<file path="src/rtl/fetch_redirect_ctrl_pkg.sv">
// Shared types and constants for the fetch PC sequencer.
package fetch_redirect_ctrl_pkg;

  localparam int unsigned XLEN = 32;
  localparam logic [XLEN-1:0] RESET_PC_DEFAULT = 32'h1c00_0000;
  localparam logic [XLEN-1:0] PC_STEP = 32'd4;

  // Fetch-2 redirect request (branch-predict correction)
  typedef struct packed {
    logic            valid;
    logic [XLEN-1:0] pc;
    logic            is_predict;
  } wr_pc_req_t;

  typedef enum logic [1:0] {
    NONE = 2'd0,
    CMT  = 2'd1,
    EX   = 2'd2,
    IF2  = 2'd3
  } redir_src_e;

  typedef enum logic [1:0] {
    BOOT = 2'd0,
    RUN  = 2'd1,
    IDLE = 2'd2
  } fetch_state_e;

  // Per-stage flush request, youngest stage first
  typedef struct packed {
    logic if1;
    logic if2;
    logic id;
    logic ex;
  } flush_vec_t;

  // A redirect flushes every stage younger than the stage that raised it
  function automatic flush_vec_t flush_mask(input redir_src_e src);
    flush_vec_t m;
    m = '0;
    case (src)
      CMT:     m = '{if1: 1'b1, if2: 1'b1, id: 1'b1, ex: 1'b1};
      EX:      m = '{if1: 1'b1, if2: 1'b1, id: 1'b1, ex: 1'b0};
      IF2:     m = '{if1: 1'b1, if2: 1'b0, id: 1'b0, ex: 1'b0};
      default: m = '0;
    endcase
    return m;
  endfunction

endpackage

</file>
<file path="src/rtl/fetch_redirect_ctrl_arb.sv">
// Combinational priority arbiter: commit > execute > fetch-2.
module redir_arb
  import fetch_redirect_ctrl_pkg::*;
(
  input  logic            cmt_en_i,
  input  logic            low_en_i,
  input  logic            cmt_valid_i,
  input  logic [XLEN-1:0] cmt_pc_i,
  input  logic            ex_valid_i,
  input  logic [XLEN-1:0] ex_pc_i,
  input  wr_pc_req_t      if2_req_i,
  output redir_src_e      win_src_o,
  output logic [XLEN-1:0] win_pc_o,
  output flush_vec_t      flush_o
);

  // The predict flag only matters to fetch-2 bookkeeping, not to arbitration
  logic unused_if2_predict;
  assign unused_if2_predict = if2_req_i.is_predict;

  // Pick a single winner; execute and fetch-2 are only eligible when low_en_i
  always_comb begin
    win_src_o = NONE;
    win_pc_o  = '0;
    if (cmt_en_i && cmt_valid_i) begin
      win_src_o = CMT;
      win_pc_o  = cmt_pc_i;
    end else if (low_en_i && ex_valid_i) begin
      win_src_o = EX;
      win_pc_o  = ex_pc_i;
    end else if (low_en_i && if2_req_i.valid) begin
      win_src_o = IF2;
      win_pc_o  = if2_req_i.pc;
    end
    flush_o = flush_mask(win_src_o);
  end

endmodule

</file>
<file path="src/rtl/fetch_redirect_ctrl.sv">
// Fetch PC sequencer: owns the fetch PC, arbitrates redirects, sequences boot/idle.
module fetch_redirect_ctrl
  import fetch_redirect_ctrl_pkg::*;
#(
  parameter logic [31:0] RESET_PC = RESET_PC_DEFAULT
) (
  input  logic        clk,
  input  logic        rst,
  input  logic        cmt_redir_valid,
  input  logic [31:0] cmt_redir_pc,
  input  logic        cmt_idle,
  input  logic        int_pending,
  input  logic        ex_redir_valid,
  input  logic [31:0] ex_redir_pc,
  input  wr_pc_req_t  if2_req,
  input  logic        btb_hit,
  input  logic [31:0] btb_target,
  input  logic        icache_ready,
  input  logic        fetch1_rdy_in,
  output logic        fetch_valid,
  output logic [31:0] fetch_pc,
  output logic [31:0] next_pc,
  output logic        next_is_predict,
  output logic        flush_if1,
  output logic        flush_if2,
  output logic        flush_id,
  output logic        flush_ex,
  output logic [31:0] perf_cmt,
  output logic [31:0] perf_ex,
  output logic [31:0] perf_if2
);

  fetch_state_e    state_q, state_d;
  logic [XLEN-1:0] pc_q, pc_d;
  logic [XLEN-1:0] perf_cmt_q, perf_cmt_d;
  logic [XLEN-1:0] perf_ex_q, perf_ex_d;
  logic [XLEN-1:0] perf_if2_q, perf_if2_d;

  redir_src_e      win_src;
  logic [XLEN-1:0] win_pc;
  flush_vec_t      flush;
  logic            in_run;
  logic            in_idle;
  logic            fire;

  assign in_run  = (state_q == RUN);
  assign in_idle = (state_q == IDLE);

  // Commit is honoured in RUN and IDLE (wake); execute/fetch-2 only in RUN
  redir_arb u_arb (
    .cmt_en_i    (in_run | in_idle),
    .low_en_i    (in_run),
    .cmt_valid_i (cmt_redir_valid),
    .cmt_pc_i    (cmt_redir_pc),
    .ex_valid_i  (ex_redir_valid),
    .ex_pc_i     (ex_redir_pc),
    .if2_req_i   (if2_req),
    .win_src_o   (win_src),
    .win_pc_o    (win_pc),
    .flush_o     (flush)
  );

  // Fetch-1 handshake and sequential successor prediction
  assign fetch_valid     = in_run & icache_ready & (win_src == NONE);
  assign fire            = fetch_valid & fetch1_rdy_in;
  assign fetch_pc        = pc_q;
  assign next_pc         = btb_hit ? btb_target : XLEN'(pc_q + PC_STEP);
  assign next_is_predict = btb_hit;

  assign flush_if1 = flush.if1;
  assign flush_if2 = flush.if2;
  assign flush_id  = flush.id;
  assign flush_ex  = flush.ex;

  assign perf_cmt = perf_cmt_q;
  assign perf_ex  = perf_ex_q;
  assign perf_if2 = perf_if2_q;

  // Next state, next PC and counter updates
  always_comb begin
    state_d    = state_q;
    pc_d       = pc_q;
    perf_cmt_d = perf_cmt_q;
    perf_ex_d  = perf_ex_q;
    perf_if2_d = perf_if2_q;

    case (state_q)
      BOOT: state_d = RUN;
      RUN: begin
        if (win_src != NONE) begin
          pc_d = win_pc;
          if ((win_src == CMT) && cmt_idle) state_d = IDLE;
        end else if (fire) begin
          pc_d = next_pc;
        end
      end
      IDLE: begin
        if (win_src == CMT) begin
          pc_d    = win_pc;
          state_d = RUN;
        end else if (int_pending) begin
          state_d = RUN;
        end
      end
      default: state_d = BOOT;
    endcase

    case (win_src)
      CMT:     perf_cmt_d = XLEN'(perf_cmt_q + 32'd1);
      EX:      perf_ex_d  = XLEN'(perf_ex_q + 32'd1);
      IF2:     perf_if2_d = XLEN'(perf_if2_q + 32'd1);
      default: ;
    endcase
  end

  // State, PC and counter registers
  always_ff @(posedge clk or posedge rst) begin
    if (rst) begin
      state_q    <= BOOT;
      pc_q       <= RESET_PC;
      perf_cmt_q <= '0;
      perf_ex_q  <= '0;
      perf_if2_q <= '0;
    end else begin
      state_q    <= state_d;
      pc_q       <= pc_d;
      perf_cmt_q <= perf_cmt_d;
      perf_ex_q  <= perf_ex_d;
      perf_if2_q <= perf_if2_d;
    end
  end

endmodule

</file>
<file path="config.mk">
export PLATFORM = sky130hd
export DESIGN_NAME = fetch_redirect_ctrl
export DESIGN_NICKNAME = d
export VERILOG_FILES = /design/src/rtl/fetch_redirect_ctrl_pkg.sv /design/src/rtl/fetch_redirect_ctrl_arb.sv /design/src/rtl/fetch_redirect_ctrl.sv
export SDC_FILE = /design/constraint.sdc
export NUM_CORES = 1
export LEC_CHECK = 0
export BUFFER_PORTS_ARGS = -buffer_cell sky130_fd_sc_hd__buf_2
export CAP_MARGIN = 15
export CORE_UTILIZATION = 48
export CTS_BUF_LIST = sky130_fd_sc_hd__clkbuf_4 sky130_fd_sc_hd__clkbuf_8 sky130_fd_sc_hd__clkbuf_16
export DETAILED_ROUTE_END_ITERATION = 12
export PLACE_DENSITY = 0.77
export SLEW_MARGIN = 20
export SYNTH_ARGS = -nofsm -noshare
export SYNTH_HDL_FRONTEND = slang
export SYNTH_SLANG_ARGS = --single-unit
export TNS_END_PERCENT = 50
</file>
<file path="constraint.sdc">
create_clock -name clk -period 6 [get_ports clk]
set_input_delay 1.2 -clock clk [delete_from_list [all_inputs] [get_ports clk]]
set_output_delay 1.2 -clock clk [all_outputs]
set_load 0.05 [all_outputs]
</file>
# After elaboration in Yosys (flattened, before gate mapping)
# Cells that the tools add are included.
[totals]
out_inout_bits = 166
reg_bits = 130
input_bits = 139
[classes]
n_reduce_logical = 10
n_addsub = 4
n_bitwise = 4
eq_ne = 10
muxes = 17
[op_table]
columns = ["operator", "n"]
rows = [
  ["2-to-1 mux 32 bit", 7],
  ["adder 32 x 1 -> 32 bit (second input constant)", 3],
  ["case mux 32 bit (2 select lines)", 1],
  ["adder 32 x 3 -> 32 bit (second input constant)", 1],
  ["2-to-1 mux 2 bit", 7],
  ["case mux 4 bit (3 select lines)", 1],
  ["equality test 2 bit (second input constant)", 3],
  ["inequality test 2 x 1 -> 1 bit (second input constant)", 3],
  ["case mux 2 bit (3 select lines)", 1],
  ["AND reduction 3 bit", 2],
  ["equality test 2 x 1 -> 1 bit (second input constant)", 2],
  ["logical AND 1 bit", 4],
  ["zero test 2 bit", 2],
  ["nonzero test 2 bit", 2],
  ["bitwise AND 1 bit", 3],
  ["inequality test 3 x 1 -> 1 bit (second input constant)", 1],
  ["inequality test 3 x 2 -> 1 bit (second input constant)", 1],
  ["OR 1 bit", 1],
]

# Logic depth before layout (Yosys ltp)
# Gate-level depths: netlist of run 1.
[depth]
word_depth = 11
ltp_mapped = 14

# Hierarchy
# From an unflattened synthesis of run 1, not the netlist that was laid out.
[unflattened]
hier_cells = 880
hier_area_um2 = 8150.3
[by_module_without_submodules]
columns = ["mod", "seq_area_each_um2", "cells_per_inst", "area_per_inst_um2", "n_inst"]
rows = [
  ["fetch_redirect_ctrl", 3256.9, 744, 7036.7, 1],
  ["redir_arb", 0.0, 136, 1113.6, 1],
]

# Least setup slack after synthesis of run 1
# OpenSTA, ideal clock, no wires.
[synth_path]
kind = "input port to output port"
startpoint = "in cmt_redir_valid"
endpoint = "out flush_if2"
arrival_time_ns = 3.232
stages = 6
slack_ns = 1.568
cell_sequence = "nand2_1 > clkinv_1 > clkbuf_1 > or2_2 > ha_1 > buf_4"
[synth_via]
elab_chain_cells = 4
word_cells_on_any_way = 6
[synth_lines]
columns = ["item", "line_no", "text"]
rows = [
  ["start, declared", "fetch_redirect_ctrl.sv:9", "input logic cmt_redir_valid,"],
  ["logical AND 1 bit (*)", "fetch_redirect_ctrl_arb.sv:25", "if (cmt_en_i && cmt_valid_i) begin"],
  ["2-to-1 mux 2 bit (*)", "fetch_redirect_ctrl_arb.sv:25", ""],
  ["equality test 2 bit / equality test 2 x 1 -> 1 bit (equally long branches)", "fetch_redirect_ctrl_pkg.sv:40", "case (src)"],
  ["case mux 4 bit (3 select lines) (*)", "fetch_redirect_ctrl_pkg.sv:40", ""],
  ["end, declared", "fetch_redirect_ctrl.sv:25", "output logic flush_if2,"],
]
# Every way passes the cells marked *; elsewhere a longest branch is shown, timed or not.

# Worst setup path after layout of run 1
[layout_path]
startpoint = "in btb_hit"
endpoint = "out next_pc[22]"
[layout_via]
elab_chain_cells = 1
[layout_lines]
columns = ["item", "line_no", "text"]
rows = [
  ["start, declared", "fetch_redirect_ctrl.sv:16", "input logic btb_hit,"],
  ["2-to-1 mux 32 bit", "fetch_redirect_ctrl.sv:67", "assign next_pc = btb_hit ? btb_target : XLEN'(pc_q + PC_STEP);"],
  ["end, declared", "fetch_redirect_ctrl.sv:22", "output logic [31:0] next_pc,"],
]
# Every way passes these cells.

==> results.yml, run 1 <==
run_status:
  outcome: "complete, no violations"
drt:
  aggregate_routed_wire_length_um: 22800
  drtIter0Drc: 397
  viasPerCell: 5.65
  drt-pass1-iter-count: 5
  detail_route.wl_per_cell_um: 17.6
  drc: 0
  routed-via-count: 7350
  postRouteAntennaNets: 0
power:
  max-vdd-ir-drop_v: 0.000327
  switching_share: 0.502
  leakagePower_nw: 4.83
  power_switching_mw: 2.44
  power_frac_clock: 0.208
  power.share.sequential: 0.265
  part_of_the_power_in_combinational_logic: 0.527
  cell_internal_pwr_mw: 2.42
  totalPowerFinal_mw: 4.87
  power_density_nw_per_um2: 496
global_route:
  grt_overflow_total: 0
  grt_max_degree: 75
  via_count_of_the_first_global_routing_pass: 7100
  grt_antenna_before_repair: 1
  grt_pass1_wl_um: 36300
  grt_usage: 0.288
cts:
  clk_transition_reported_paths_ns: 0.06
  cts_tree: "done"
  numClockSinks: 130
  postCtsHoldBufs: 0
  clock_insertion_delay_worst_skew_ns: 0.42
  post_cts_repair_timing_setup_buffer_count: 0
  clockBufferDepth: 2
  ctsRootBufferMaster: "sky130_fd_sc_hd__clkbuf_16"
  cts_repair_resize_count: 0
  tritoncts.num_buffers: 17
  cts-htree-levels: 4
synth:
  syn_inst: 784
  synthDominantAreaCellType: "sky130_fd_sc_hd__dfrtp_1"
  post_synth_num_cell_types: 60
  synth.yosys.seq_area_share: 0.433
  yosys_register_bits: 130
  yosys_most_used_dff: "sky130_fd_sc_hd__dfrtp_1"
  synthesis.nets: 934
  area_share_of_the_largest_cell_type_after_synthesis: 0.422
  mappedNetlistArea_um2: 7530
  synth-warning-count: 0
  synthesis.area_per_instance_um2: 9.60
  post_synth_arst_share: 1.00
  top_post_synthesis_cells_by_area: "sky130_fd_sc_hd__dfrtp_1, sky130_fd_sc_hd__xnor2_1, sky130_fd_sc_hd__nand2_1"
  synth_edf_count: 0
floorplan:
  coreArea_um2: 15300
  floorplan.die.width_um: 127
  top_level_ports: 305
  chipHeight_um: 127
  rows: 45
  initial_utilization: 0.493
  die_area_um2: 16200
critical_path:
  critPathRequiredTime_ns: 4.80
  biggest_fanout_along_the_worst_timing_path: 45
  critPathKind: "in -> out"
  critPathArrivalTime_ns: 3.34
  startpoint_type: "primary input"
  worstSetupEndpointType: "output port"
placed_design:
  port-buffer-count: 303
  gp_congestion: 0.882
  placedCellCount: 1267
  detailed_place_hpwl_um: 16800
timing:
  final.setup.tns_ns: 0
  rsz0062_at_grt: "no"
  timing.final.max_slew_violations: 0
  max_freq_ghz: 0.220
  tightestPinTransition_ns: 1.02
  final_setup_viols: 0
  finClkSkew_ns: 0.00942
  max-slew-margin-rel: 0.314
  period_needed_ns: 4.54
  finalHoldViolCount: 0
  period_share: 0.757
finish:
  filler_cell_count: 1328
  fin_nets: 1226
  final-instance-count-excl-fill: 1300
  multi_input_comb_area_um2: 4020
  layout-area-overhead-vs-synth_pct: 30.3
  insertedDiodeCount: 0
  ff_latch_area_um2: 3260
  drive_gt1_frac: 0.346
worst_hold_path:
  hold_path.class: "reg -> reg"
flow_run:
  drv.max_cap_violation_count: 0
==> critical path, stage by stage <==
cell                       delay, ns
sky130_fd_sc_hd__buf_2          0.08
sky130_fd_sc_hd__buf_4          0.40
sky130_fd_sc_hd__clkinv_1       0.81
sky130_fd_sc_hd__nand2_1        0.30
sky130_fd_sc_hd__mux2i_1        0.10
sky130_fd_sc_hd__nor2_1         0.16
sky130_fd_sc_hd__inv_1          0.05
sky130_fd_sc_hd__buf_2          0.21
==> Yosys cell counts (15+ instances only) <==
library cell	instances
sky130_fd_sc_hd__o21ai_0	37
sky130_fd_sc_hd__nor3_1	32
sky130_fd_sc_hd__xor2_1	31
sky130_fd_sc_hd__dfrtp_1	127
sky130_fd_sc_hd__a221oi_1	22
sky130_fd_sc_hd__nor2_1	51
sky130_fd_sc_hd__clkbuf_1	29
sky130_fd_sc_hd__nand3_1	37
sky130_fd_sc_hd__xnor2_1	84
sky130_fd_sc_hd__a21oi_1	15
sky130_fd_sc_hd__nand2_1	78
sky130_fd_sc_hd__nand4_1	33
sky130_fd_sc_hd__inv_1	19
sky130_fd_sc_hd__and3_1	20
sky130_fd_sc_hd__a221o_1	16
==> per-layer routing <==
layer,vias up,GRT usage,part of all wire
met5,-,0,0.00048
met4,2,0.112,0.027
met3,40,0.0574,0.064
met2,304,0.493,0.49
met1,3539,0.358,0.42
li1,3465,-,-
==> cells by family after synthesis <==
family | Yosys count | share of synthesized area
compound gates | 147 | 0.144
xor+xnor | 115 | 0.134
mux | 15 | 0.0221
buf+inv | 59 | 0.0356
flops | 130 | 0.433
simple gates | 307 | 0.213
fa+ha+maj | 11 | 0.0183
==> flip-flops by register name (all words and copies together) (netlist names) <==
signal,count
fetch_pc,32
perf_cmt,32
perf_ex,32
perf_if2,32
state_q,2
==> power groups by stage <==
stage	registers, mW	clock network, mW	logic (mW)
4_1_cts	1.28	1.03	2.52
2_1_floorplan	1.75	0	1.42
5_1_grt	1.32	1.06	2.74
3_3_place_gp	1.29	0	2.49
6_report	1.29	1.01	2.56
3_5_place_dp	1.30	0	2.51
==> through the flow <==
stage / hold slack [ns] / area, um2 / util / setup slack (ns)
3_5_place_dp: 0.460 / 9190 / 0.602 / 1.50
2_1_floorplan: 0.566 / 7530 / - / 1.34
3_3_place_gp: 0.455 / 9190 / 0.602 / 1.54
5_1_grt: 0.475 / 9810 / 0.643 / 1.23
6_report: 0.472 / 9810 / 0.643 / 1.46
4_1_cts: 0.471 / 9780 / 0.641 / 1.49
==> final timing paths <==
kind / start / end / slack (ns) / cells after the start
hold / removal: perf_cmt[31] / perf_cmt[31] / 0.47 / 1
hold reg to reg: perf_cmt[31] / perf_cmt[31] / 0.47 / 1
setup / recovery: btb_hit / next_pc[22] / 1.46 / 8
min in group asynchronous: rst / perf_if2[19] / 0.83 / 2
setup reg to reg: state_q[0] / fetch_pc[19] / 2.14 / 13
max in group asynchronous: rst / fetch_pc[20] / 3.85 / 3
==> cells in the final DEF (no fill, tap or decap), types with 8 or more instances in the layout <==
master,synthesis,layout
sky130_fd_sc_hd__buf_2,1,303
sky130_fd_sc_hd__dfrtp_1,127,127
sky130_fd_sc_hd__xnor2_1,84,84
sky130_fd_sc_hd__nand2_1,78,78
sky130_fd_sc_hd__nor2_1,51,51
sky130_fd_sc_hd__o21ai_0,37,37
sky130_fd_sc_hd__nand3_1,37,37
sky130_fd_sc_hd__nand4_1,33,33
sky130_fd_sc_hd__nor3_1,32,32
sky130_fd_sc_hd__xor2_1,31,31
sky130_fd_sc_hd__a221oi_1,22,22
sky130_fd_sc_hd__and3_1,20,20
sky130_fd_sc_hd__inv_1,19,18
sky130_fd_sc_hd__clkbuf_16,0,17
sky130_fd_sc_hd__a221o_1,16,16
sky130_fd_sc_hd__a21oi_1,15,15
sky130_fd_sc_hd__and4_1,13,13
sky130_fd_sc_hd__mux2_2,13,13
sky130_fd_sc_hd__ha_1,11,11
sky130_fd_sc_hd__and2_1,8,8
sky130_fd_sc_hd__a22oi_1,8,8
==> layout make-up <==
class,instances,share of cell area
multi-input cells,595,0.410
flip-flops and latches,130,0.332
repair buffers,311,0.163
clock buffers,18,0.0448
well taps,211,0.0269
clock inverters,14,0.0151
inverters,21,0.00855
(Power assumes the default switching activity.)
==> run 2: changes to the inputs <==
- clock period: 6 -> 4.5 ns (I/O delays scaled with it)
==> results.yml, run 2 (synthesis gave the netlist of run 1 again) <==
run_status:
  outcome: "complete, no violations"
critical_path:
  crit-reg2reg-launch: "state_q[0]"
  critPathKind: "reg -> out"
  critPathArrivalTime_ns: 3.09
  biggest_fanout_along_the_worst_timing_path: 7
  critPathRequiredTime_ns: 3.60
  startpoint_type: "flop"
  crit_start: "fetch_pc[2]"
  worstSetupEndpointType: "output port"
timing:
  timing.final.max_slew_violations: 0
  tightestPinTransition_ns: 0.956
  final.setup.tns_ns: 0
  max_freq_ghz: 0.250
  rsz0062_at_grt: "no"
  period_share: 0.888
  final_setup_viols: 0
  finClkSkew_ns: 0.00878
  finalHoldViolCount: 0
  max-slew-margin-rel: 0.357
  period_needed_ns: 3.99
cts:
  clockBufferDepth: 2
  ctsRootBufferMaster: "sky130_fd_sc_hd__clkbuf_16"
  numClockSinks: 130
  cts-htree-levels: 4
  clock_insertion_delay_worst_skew_ns: 0.42
  cts_repair_resize_count: 0
  postCtsHoldBufs: 0
  tritoncts.num_buffers: 17
  cts_tree: "done"
  clk_transition_reported_paths_ns: 0.06
  post_cts_repair_timing_setup_buffer_count: 0
floorplan:
  floorplan.die.width_um: 127
  rows: 45
  chipHeight_um: 127
  coreArea_um2: 15300
  initial_utilization: 0.493
  die_area_um2: 16200
  top_level_ports: 305
global_route:
  grt_pass1_wl_um: 36300
  via_count_of_the_first_global_routing_pass: 6933
  grt_overflow_total: 0
  grt_usage: 0.290
  grt_max_degree: 79
  grt_antenna_before_repair: 3
worst_hold_path:
  hold_path.class: "reg -> reg"
  worstHoldStart: "perf_if2[31]"
placed_design:
  port-buffer-count: 303
  detailed_place_hpwl_um: 17200
  gp_congestion: 0.899
  detailed_place.area_um2: 9250
drt:
  drtIter0Drc: 494
  postRouteAntennaNets: 0
  viasPerCell: 5.64
  routed-via-count: 7372
  drt-pass1-iter-count: 5
  drc: 0
  aggregate_routed_wire_length_um: 23200
  detail_route.wl_per_cell_um: 17.7
flow_run:
  drv.max_cap_violation_count: 0
power:
  power_switching_mw: 3.29
  switching_share: 0.511
  max-vdd-ir-drop_v: 0.000446
  leakagePower_nw: 4.83
  power_density_nw_per_um2: 656
  part_of_the_power_in_combinational_logic: 0.529
  cell_internal_pwr_mw: 3.15
  power.share.sequential: 0.267
  power_frac_clock: 0.204
finish:
  most_common_cell_after_layout_fill_and_taps_aside: "sky130_fd_sc_hd__buf_2"
  layout.cells.most_common_list: "sky130_fd_sc_hd__buf_2, sky130_fd_sc_hd__dfrtp_1, sky130_fd_sc_hd__xnor2_1"
  drive_gt1_frac: 0.351
  layout-area-overhead-vs-synth_pct: 30.5
  layout.cell_area.non_filler_um2: 9820
  filler_cell_count: 1317
  fin_nets: 1232
run 2: critical path: stages, from the launching register on:
cell                       delay (ns)
sky130_fd_sc_hd__dfrtp_1         0.46
sky130_fd_sc_hd__ha_1            0.23
sky130_fd_sc_hd__nand3_1         0.25
sky130_fd_sc_hd__or4_1           0.67
sky130_fd_sc_hd__or3_1           0.47
sky130_fd_sc_hd__xor2_1          0.16
sky130_fd_sc_hd__a21boi_1        0.14
sky130_fd_sc_hd__buf_2           0.30
run 2: final timing paths:
path / endpoint / slack (ns) / depth (start not counted)
setup / recovery: next_pc[26] / 0.51 / 7
hold / removal: perf_if2[31] / 0.47 / 1
setup reg to reg: fetch_pc[16] / 1.01 / 11
hold reg to reg: perf_if2[31] / 0.47 / 1
max in group asynchronous: fetch_pc[28] / 2.98 / 3
min in group asynchronous: perf_if2[18] / 0.60 / 2
run 2: final cells by class:
class                           count  area [um2]  area share
Clock inverter                     15         146      0.0149
Timing Repair Buffer              317        1620       0.165
Inverter                           21        83.8     0.00853
Sequential cell                   130        3260       0.332
Clock buffer                       17         425      0.0433
Multi-Input combinational cell    595        4020       0.409
Antenna cell                        2        5.00    0.000509
Tap cell                          211         264      0.0269
run 2: power groups by stage:
stage	Combinational (mW)	Clock (mW)	Sequential [mW]
6_report	3.41	1.32	1.72
5_1_grt	3.64	1.39	1.76
2_1_floorplan	1.89	0	2.33
4_1_cts	3.40	1.34	1.71
3_3_place_gp	3.36	0	1.72
3_5_place_dp	3.39	0	1.73
run 2: per-layer routing:
layer  part of all wire  vias up  track usage
met5            0.00047        -            0
met4              0.030        2        0.132
met3              0.064       49       0.0561
met2               0.49      296        0.484
met1               0.42     3545        0.365
li1                   -     3480            -
run 2: per-stage QoR:
stage	cells	hold slack, ns	util	setup WS [ns]	power [mW]
2_1_floorplan	784	0.566	-	0.136	4.23
3_3_place_gp	1274	0.455	0.606	0.806	5.07
3_5_place_dp	1274	0.463	0.606	0.781	5.12
4_1_cts	1306	0.475	0.643	0.515	6.45
5_1_grt	1308	0.488	0.644	0.366	6.79
6_report	1308	0.472	0.644	0.506	6.44
==> run 3: changes to the inputs <==
==> constraint.sdc (replaced) <==
create_clock -name clk -period 4.5 [get_ports clk]
set_input_delay 0.225 -clock clk [delete_from_list [all_inputs] [get_ports clk]]
set_output_delay 0.225 -clock clk [all_outputs]
set_load 0.02 [all_outputs]
==> results.yml, run 3 (synthesis gave the netlist of run 1 again) <==
run_status:
  outcome: "finished with violations"
  failed_checks: "hold timing"
flow_run:
  drv.max_cap_violation_count: 0
placed_design:
  gp_congestion: 0.898
  detailed_place.area_um2: 9220
  port-buffer-count: 303
  placedCellCount: 1270
  detailed_place_hpwl_um: 17000
  placement.setup.worst_slack_ns: 1.16
timing:
  max-slew-margin-rel: 0.312
  holdWs_ns: -0.0244
  final_setup_viols: 0
  period_share: 0.760
  timing.final.max_slew_violations: 0
  timing.final.ws_setup_ns: 1.08
  rsz0062_at_grt: "no"
  finClkSkew_ns: 0.0112
  final.setup.tns_ns: 0
  period_needed_ns: 3.42
  tightestPinTransition_ns: 1.03
  finalHoldViolCount: 16
  max_freq_ghz: 0.292
floorplan:
  chipHeight_um: 127
  top_level_ports: 305
  rows: 45
  coreArea_um2: 15300
  floorplan.die.width_um: 127
  die_area_um2: 16200
  initial_utilization: 0.493
finish:
  most_common_cell_after_layout_fill_and_taps_aside: "sky130_fd_sc_hd__buf_2"
  layout-area-overhead-vs-synth_pct: 30.6
  layout.cells.most_common_list: "sky130_fd_sc_hd__buf_2, sky130_fd_sc_hd__dfrtp_1, sky130_fd_sc_hd__xnor2_1"
  layout.cell_area.non_filler_um2: 9830
  fin_nets: 1228
  final-instance-count-excl-fill: 1302
  drive_gt1_frac: 0.347
  insertedDiodeCount: 0
global_route:
  grt_max_degree: 93
  grt_pass1_wl_um: 36600
  grt_usage: 0.291
  grt_overflow_total: 0
  grt_antenna_before_repair: 1
  via_count_of_the_first_global_routing_pass: 6980
critical_path:
  critPathRequiredTime_ns: 4.82
  biggest_fanout_along_the_worst_timing_path: 7
  startpoint_type: "flop"
  critPathKind: "reg -> reg"
  critPathArrivalTime_ns: 3.74
  worst-r2r-setup-slack_ns: 1.08
  worstSetupEndpointType: "flop"
cts:
  cts-htree-levels: 4
  ctsRootBufferMaster: "sky130_fd_sc_hd__clkbuf_16"
  clk_transition_reported_paths_ns: 0.06
  post_cts_repair_timing_setup_buffer_count: 0
  cts_repair_resize_count: 0
  postCtsHoldBufs: 0
  tritoncts.num_buffers: 17
  clockBufferDepth: 2
  cts_tree: "done"
  clock_insertion_delay_worst_skew_ns: 0.41
  numClockSinks: 130
drt:
  viasPerCell: 5.65
  routed-via-count: 7358
  detail_route.wl_per_cell_um: 17.7
  aggregate_routed_wire_length_um: 23100
  drc: 0
  postRouteAntennaNets: 0
  drtIter0Drc: 349
  drt-pass1-iter-count: 5
power:
  power.share.sequential: 0.295
  leakagePower_nw: 4.84
  power_density_nw_per_um2: 595
  part_of_the_power_in_combinational_logic: 0.459
  power_frac_clock: 0.247
  cell_internal_pwr_mw: 3.30
  max-vdd-ir-drop_v: 0.000304
  switching_share: 0.435
  power_switching_mw: 2.54
worst_hold_path:
  hold_path.class: "in -> async"
==> run 3: worst paths after layout <==
kind                       cells after the start            to        startpoint
setup / recovery                              12  perf_if2[30]        state_q[0]
hold / removal                                 2  perf_if2[20]               rst
setup reg to reg                              12  perf_if2[30]        state_q[0]
hold reg to reg                                1   perf_ex[31]       perf_ex[31]
max in group asynchronous                      3  fetch_pc[27]               rst
min in group clk                               3  fetch_pc[12]  cmt_redir_pc[12]
==> run 3: worst max-delay path, cell delays in order (launching register included) <==
cell,delay [ns]
sky130_fd_sc_hd__dfrtp_1,0.37
sky130_fd_sc_hd__inv_1,0.08
sky130_fd_sc_hd__ha_1,0.39
sky130_fd_sc_hd__nand2_1,0.13
sky130_fd_sc_hd__clkinv_1,0.09
sky130_fd_sc_hd__or2_2,0.31
sky130_fd_sc_hd__inv_1,0.08
sky130_fd_sc_hd__ha_1,0.23
sky130_fd_sc_hd__and3_1,0.23
sky130_fd_sc_hd__nand3_1,0.17
sky130_fd_sc_hd__nor3_1,0.76
sky130_fd_sc_hd__nand4_1,0.25
sky130_fd_sc_hd__xnor2_1,0.24
==> run 3: power groups by stage <==
stage	Combinational [mW]	Clock (mW)	Sequential, mW
after floorplan	1.64	0	1.90
after global placement	2.64	0	1.72
after detailed placement	2.68	0	1.73
after CTS	2.69	1.46	1.71
after global routing	2.92	1.51	1.75
final	2.68	1.44	1.72
==> run 3: cell type report <==
type	count	area [um2]
clock inverter	13	174
timing repair buffer	313	1590
tap	211	264
multi-input combinational	595	4020
sequential	130	3260
inverter	21	83.8
clock buffer	19	440
fill	1320	5430
==> run 3: metrics by stage <==
stage,util,power [mW]
6_report,0.644,5.84
3_5_place_dp,0.604,4.41
5_1_grt,0.644,6.18
3_3_place_gp,0.604,4.35
2_1_floorplan,-,3.54
4_1_cts,0.644,5.86
==> run 3: per-layer routing <==
layer	wire length, um	GRT usage
met2	11400	0.506
met1	9550	0.360
met3	1590	0.0628
met5	10	0
met4	532	0.0945
